--- config.mk ---
export PLATFORM = sky130hd
export DESIGN_NAME = linear_counter
export DESIGN_NICKNAME = d
export VERILOG_FILES = /design/src/rtl/linear_counter_pkg.sv /design/src/rtl/linear_counter.sv
export SDC_FILE = /design/constraint.sdc
export NUM_CORES = 1
export LEC_CHECK = 0
export ABC_AREA = 1
export ABC_CLOCK_PERIOD_IN_PS = 1200
export CORE_MARGIN = 3
export CORE_UTILIZATION = 30
export CTS_CLUSTER_DIAMETER = 40
export DETAILED_ROUTE_END_ITERATION = 6
export DONT_BUFFER_PORTS = 1
export PLACE_DENSITY = 0.43
export SLEW_MARGIN = 10
export SYNTH_ARGS = -nofsm -noshare
export SYNTH_HDL_FRONTEND = slang
export SYNTH_SLANG_ARGS = --single-unit
--- constraint.sdc ---
create_clock -name clk -period 1.2 [get_ports clk]
set_input_delay 0.12 -clock clk [delete_from_list [all_inputs] [get_ports clk]]
set_output_delay 0.12 -clock clk [all_outputs]
set_load 0.02 [all_outputs]
--- src/rtl/linear_counter_pkg.sv ---
// Shared constants for the linear counter: default counter width and the count value after reset.
package linear_counter_pkg;

  localparam int DEFAULT_WIDTH = 7;
  localparam int COUNT_RESET_VALUE = 0;

endpackage

--- src/rtl/linear_counter.sv ---
// Linear counter: reload/halt flag with a saturating countdown, one tick per clk edge.
// Latency: one edge from any input to linearCounterOut; no backpressure, every edge is a tick.
// LINEAR_COUNTER_ZERO_FLAG_EN adds the combinational linearCounterZero output.
module linear_counter
  import linear_counter_pkg::*;
#(
  parameter int WIDTH = DEFAULT_WIDTH
) (
  input  logic             clk,
  input  logic             reset,
  input  logic             setHaltFlag,
  input  logic             controlFlag,
  input  logic [WIDTH-1:0] counterReloadValue,
  output logic [WIDTH-1:0] linearCounterOut
`ifdef LINEAR_COUNTER_ZERO_FLAG_EN
  ,
  output logic             linearCounterZero
`endif
);

  logic [WIDTH-1:0] count;
  logic             reloadFlag;

  // A pending reload wins over the countdown; controlFlag decides whether it persists.
  always_ff @(posedge clk) begin
    if (reset) begin
      count      <= WIDTH'(COUNT_RESET_VALUE);
      reloadFlag <= 1'b0;
    end else if (setHaltFlag) begin
      count      <= counterReloadValue;
      reloadFlag <= 1'b1;
    end else if (reloadFlag) begin
      count      <= counterReloadValue;
      reloadFlag <= controlFlag;
    end else if (count != '0) begin
      count <= count - 1'b1;
    end
  end

  assign linearCounterOut = count;

`ifdef LINEAR_COUNTER_ZERO_FLAG_EN
  assign linearCounterZero = (count == '0);
`endif

endmodule

# After elaboration in Yosys (flattened, before gate mapping)
# Index checks and enable logic that the tools add are counted.
dict set report word_totals {
  out_inout_bits 7
  latchBits 0
  mem_bits_ro 0
  mem_bits_rw 0
  in_bits 11
  wordCells 10
  n_memories 0
  ff_bits 8
}
dict set report classes {
  n_lt_le_gt_ge 0
  shift 0
  n_mul 0
  n_mux 5
  n_reduce_logical 2
  addsub 1
  bitwise_logic 0
  n_div 0
  n_eq_ne 0
}
# op n
set ops {}
lappend ops {{2-to-1 mux 7 bit} 3}
lappend ops {{nonzero test 7 bit} 1}
lappend ops {{subtractor 7 x 1 -> 7 bit, second input constant} 1}
lappend ops {{nonzero test 3 bit} 1}
lappend ops {{2-to-1 mux 1 bit} 2}

# Longest topological paths before layout
dict set report logic_depth {
  ltp_word 4
  mapped_depth 8
  ltp_nobuf 8
}

# Worst setup path before layout
# OpenSTA, ideal clock, no wires.
dict set report synth_path {
  path_kind {flip-flop to flip-flop}
  from {register count[0], in the netlist linearCounterOut[0]}
  to {register count[0], in the netlist linearCounterOut[0]}
  t_required_ps 1087
  synth_period_minus_slack_ps 1292
  setup_time_ps 113
  path_slack_ps -92
  arrival_time_ps 1179
  path_stages_with_launch 9
  path_buffers 0
  path_cell_list {dfxtp_1 > inv_1 > ha_1 > nand2_1 > nor2_4 > nand2_4 > inv_2 > nor2_1 > nor2_1}
}
dict set report synth_between {
  elab_chain_cells 4
  elab_cells_between_ends 6
  cone_classes {1 x add/sub; 3 x mux; 2 x reduce/logical}
}
# item line_no
set synth_lines {}
lappend synth_lines {{start, declared} linear_counter.sv:21} ;# logic [WIDTH-1:0] count;
lappend synth_lines {{start signal, assigned} linear_counter.sv:27} ;# count <= WIDTH'(COUNT_RESET_VALUE);
lappend synth_lines {{start signal, assigned} linear_counter.sv:30} ;# count <= counterReloadValue;
lappend synth_lines {{start signal, assigned} linear_counter.sv:33} ;# count <= counterReloadValue;
lappend synth_lines {{subtractor 7 x 1 -> 7 bit} linear_counter.sv:36} ;# count <= count - 1'b1;
lappend synth_lines {{2-to-1 mux 7 bit} linear_counter.sv:35} ;# end else if (count != '0) begin
lappend synth_lines {{2-to-1 mux 7 bit} linear_counter.sv:32} ;# end else if (reloadFlag) begin
lappend synth_lines {{2-to-1 mux 7 bit} linear_counter.sv:29} ;# end else if (setHaltFlag) begin
# Parallel ways exist; a longest one is shown, timed or not. The select of a mux whose other input is x is not followed.
# A chain may end at the register's enable or synchronous reset.

# Worst setup path in the final report
dict set report layout_path {
  from {register reloadFlag}
  to {register reloadFlag}
}
dict set report layout_between {
  elab_chain_cells 2
}
# item line_no
set layout_lines {}
lappend layout_lines {{start, declared} linear_counter.sv:22} ;# logic reloadFlag;
lappend layout_lines {{start signal, assigned} linear_counter.sv:34} ;# reloadFlag <= controlFlag;
lappend layout_lines {{2-to-1 mux 1 bit} linear_counter.sv:32}
lappend layout_lines {{2-to-1 mux 1 bit} linear_counter.sv:29}
# Every way passes these cells.

==> impl_metrics.tcl <==
set metrics [dict create \
    status "finished clean" \
    die_width_um 47.2 \
    r2r-end "reloadFlag" \
    numPortBuffers 0 \
    reg2reg_depth 3 \
    rsz0062_at_grt "no" \
    first_pass_iters 4 \
    nNetsFinal 104 \
    diodes 0 \
    synth_top_family_by_area "simple AND/OR/NAND/NOR gates" \
    grt_pass1_vias 471 \
    drt_iter0_drc 6 \
    synth_compound_area_frac 0.138 \
    skew_ps 10.8 \
    leakagePower_nw 0.322 \
    p_per_area_nw_per_um2 1280 \
    synth_seq_area_share 0.315 \
    cap_violations 0 \
    hold_depth 2 \
    holdCritStartpoint "counterReloadValue[2]" \
    period_share 0.942 \
    layout_setup_ws_ps 69.6 \
    drive_gt1_frac 0.247 \
    globalplace.congestion 0.748 \
    synth.net_count 89 \
    finalInstanceArea_um2 637 \
    syn_inst 76 \
    path_class "reg2reg" \
    cts_tree "done" \
    slew_headroom 0.774 \
    fin_setup_tns_ps 0 \
    num_vias 507 \
    worstSetupStartpointType "register" \
    irDropWorstVdd_mv 0.733 \
    yosys.area_share.simple 0.392 \
    core-area_um2 1540 \
    max_freq_mhz 885 \
    grt_overflow 0 \
    hold_end "linearCounterOut[2]" \
    post-route-drc-count 0 \
    p_clk_frac 0.261 \
    clock_sinks 8 \
    htree_levels 1 \
    wl_um 1190 \
    yosys_register_bits 8 \
    grt_use_total 0.130 \
    fillers 177 \
    synth_fa_ha_area_frac 0.0493 \
    final-hold-violation-count 0 \
    dp_slack_ps 47.8 \
    cts_setup_buffers 0 \
    synth_cell_types 18 \
    seq_power_share 0.395 \
    syn_avg_cell_area_um2 6.68 \
    hp-class "in2reg" \
    cp.arrival_ps 1330 \
    swShare 0.358 \
    grt_max_degree 10 \
    r2r_setup_slack_ps 70 \
    wl_met3_um 89 \
    clkLatencyLatePin_ps 260 \
    syn2layout_area_growth_pct 25.4 \
    min_period_ps 1130 \
    num_rows 14 \
    cts_buffers 3 \
    grt_pass1_wl_um 1990 \
    ant_nets 0 \
    setup_viol 0 \
    required_ps 1400 \
    worst-path-max-fanout 3 \
    highest_layer "met3" \
    slew_viol_final 0 \
    p_switching_mw 0.292 \
    dieArea_um2 2220 \
    yosysWarnings 0 \
    synth_xor_area_frac 0.0172 \
    cts.clk_slew.worst_paths_ps 60 \
    io_pins 18 \
    combPwrFrac 0.344 \
    die_h_um 47.2 \
    syn_area_um2 508 \
    internal_power_mw 0.523 \
    worstMarginPinSlew_ps 338 \
    via_per_inst 4.83 \
    worstSetupEndpointType "register" \
    total_power_mw 0.814 \
    clock_path_buffers 2 \
    dp_hpwl_um 936 \
    wl_met1_um 483 \
    synthMuxAreaShare 0 \
    wl_met2_um 617 \
    placed_area_um2 591 \
    wire_per_inst_um 11.3 \
    initial_utilization 0.330 \
    clock-root-buffer "clkbuf_4" \
    antenna_found_initial 0 \
    timing.rr.start "reloadFlag" \
]
-- how the worst max path moves through the flow --
| stage | start | end | slack, ps | cells after the start |
|---|---|---|---|---|
| after detailed placement | linearCounterOut[0] | linearCounterOut[1] | 50 | 7 |
| after global routing | reloadFlag | reloadFlag | 0.6 | 3 |
| after CTS | linearCounterOut[0] | linearCounterOut[1] | 30 | 7 |
| after floorplan | linearCounterOut[0] | linearCounterOut[0] | 20 | 8 |
| after global placement | linearCounterOut[0] | linearCounterOut[1] | 70 | 7 |
| final | reloadFlag | reloadFlag | 70 | 3 |
-- synthesized netlist by cell type (all sizes together) --
cell type / number / share of area
nand3: 7 / 0.069
o22ai: 1 / 0.012
nor2: 15 / 0.14
inv: 12 / 0.089
or2: 4 / 0.049
dfxtp: 8 / 0.32
xor2: 1 / 0.017
o21ai: 6 / 0.059
a21oi: 6 / 0.066
ha: 2 / 0.049
nand2: 13 / 0.13
nand4: 1 / 0.012
-- critical path, stage by stage, from the launching register on --
cell,delay [ps]
dfxtp_1,360
nand2_1,60
a21oi_1,110
dlygate4sd3_1,550
-- cells in the final DEF (no fill, tap or decap) --
cell and instances:
inv_1 10, ha_1 2, or2_1 4, buf_4 8, o21ai_1 1, o21ai_2 1
nor2_2 2, dfxtp_1 6, nor2_4 1, o22ai_1 1, a21oi_1 5, xor2_1 1
inv_2 2, nor2_1 12, nand4_1 1, dfxtp_2 2, nand2_1 11, nand2_4 2
clkbuf_4 3, nand3_1 7, a21oi_2 1, o21ai_0 4, dlygate4sd3_1 2
-- layer usage --
layer,track usage,vias to the layer above
met3,0.0690,0
met1,0.147,222
met4,0.0166,0
met2,0.222,16
met5,0,-
li1,-,269
-- layout make-up --
class / count / area, µm² / area share
timing repair buffer: 10 / 80.1 / 0.126
sequential: 8 / 163 / 0.255
clock buffer: 3 / 22.5 / 0.0354
tap: 16 / 20.0 / 0.0314
multi-input combinational: 56 / 307 / 0.481
inverter: 12 / 45.0 / 0.0707
-- timing repair --
| item | CTS | global route |
|---|---|---|
| resized for setup | 0 | 2 |
| hold buffers | 2 | 0 |
| setup endpoints to repair | 0 | 2 |
| hold endpoints to repair | 1 | 0 |
-- state kept, by name, summed over array words and instances, names as in the netlist --
signal	cells
linearCounterOut	7
reloadFlag	1
-- per-stage QoR --
stage	hold slack (ps)	utilization	std cells
after floorplan	189	-	76
after CTS	38.4	0.411	105
final	42.1	0.413	105
after detailed placement	193	0.383	100
after global routing	75.3	0.413	105
after global placement	191	0.383	100
-- cell families (layout without fill, tap and decap cells) --
kind of cell	after synthesis	count (layout)
adders and majority gates	2	2
AOI/OAI and AO/OA	13	13
buffers and inverters	12	25
xor gates and xnor gates	1	1
and+or+nand+nor	40	40
DFF	8	8
-- power groups by stage --
| stage | registers (mW) | clock network (mW) | logic [mW] |
|---|---|---|---|
| after global routing | 0.325 | 0.234 | 0.315 |
| after floorplan | 0.359 | 0 | 0.161 |
| after global placement | 0.326 | 0 | 0.278 |
| after CTS | 0.320 | 0.223 | 0.282 |
| final | 0.321 | 0.213 | 0.280 |
| after detailed placement | 0.326 | 0 | 0.275 |
Note: power is estimated with default switching activity, not from simulation.
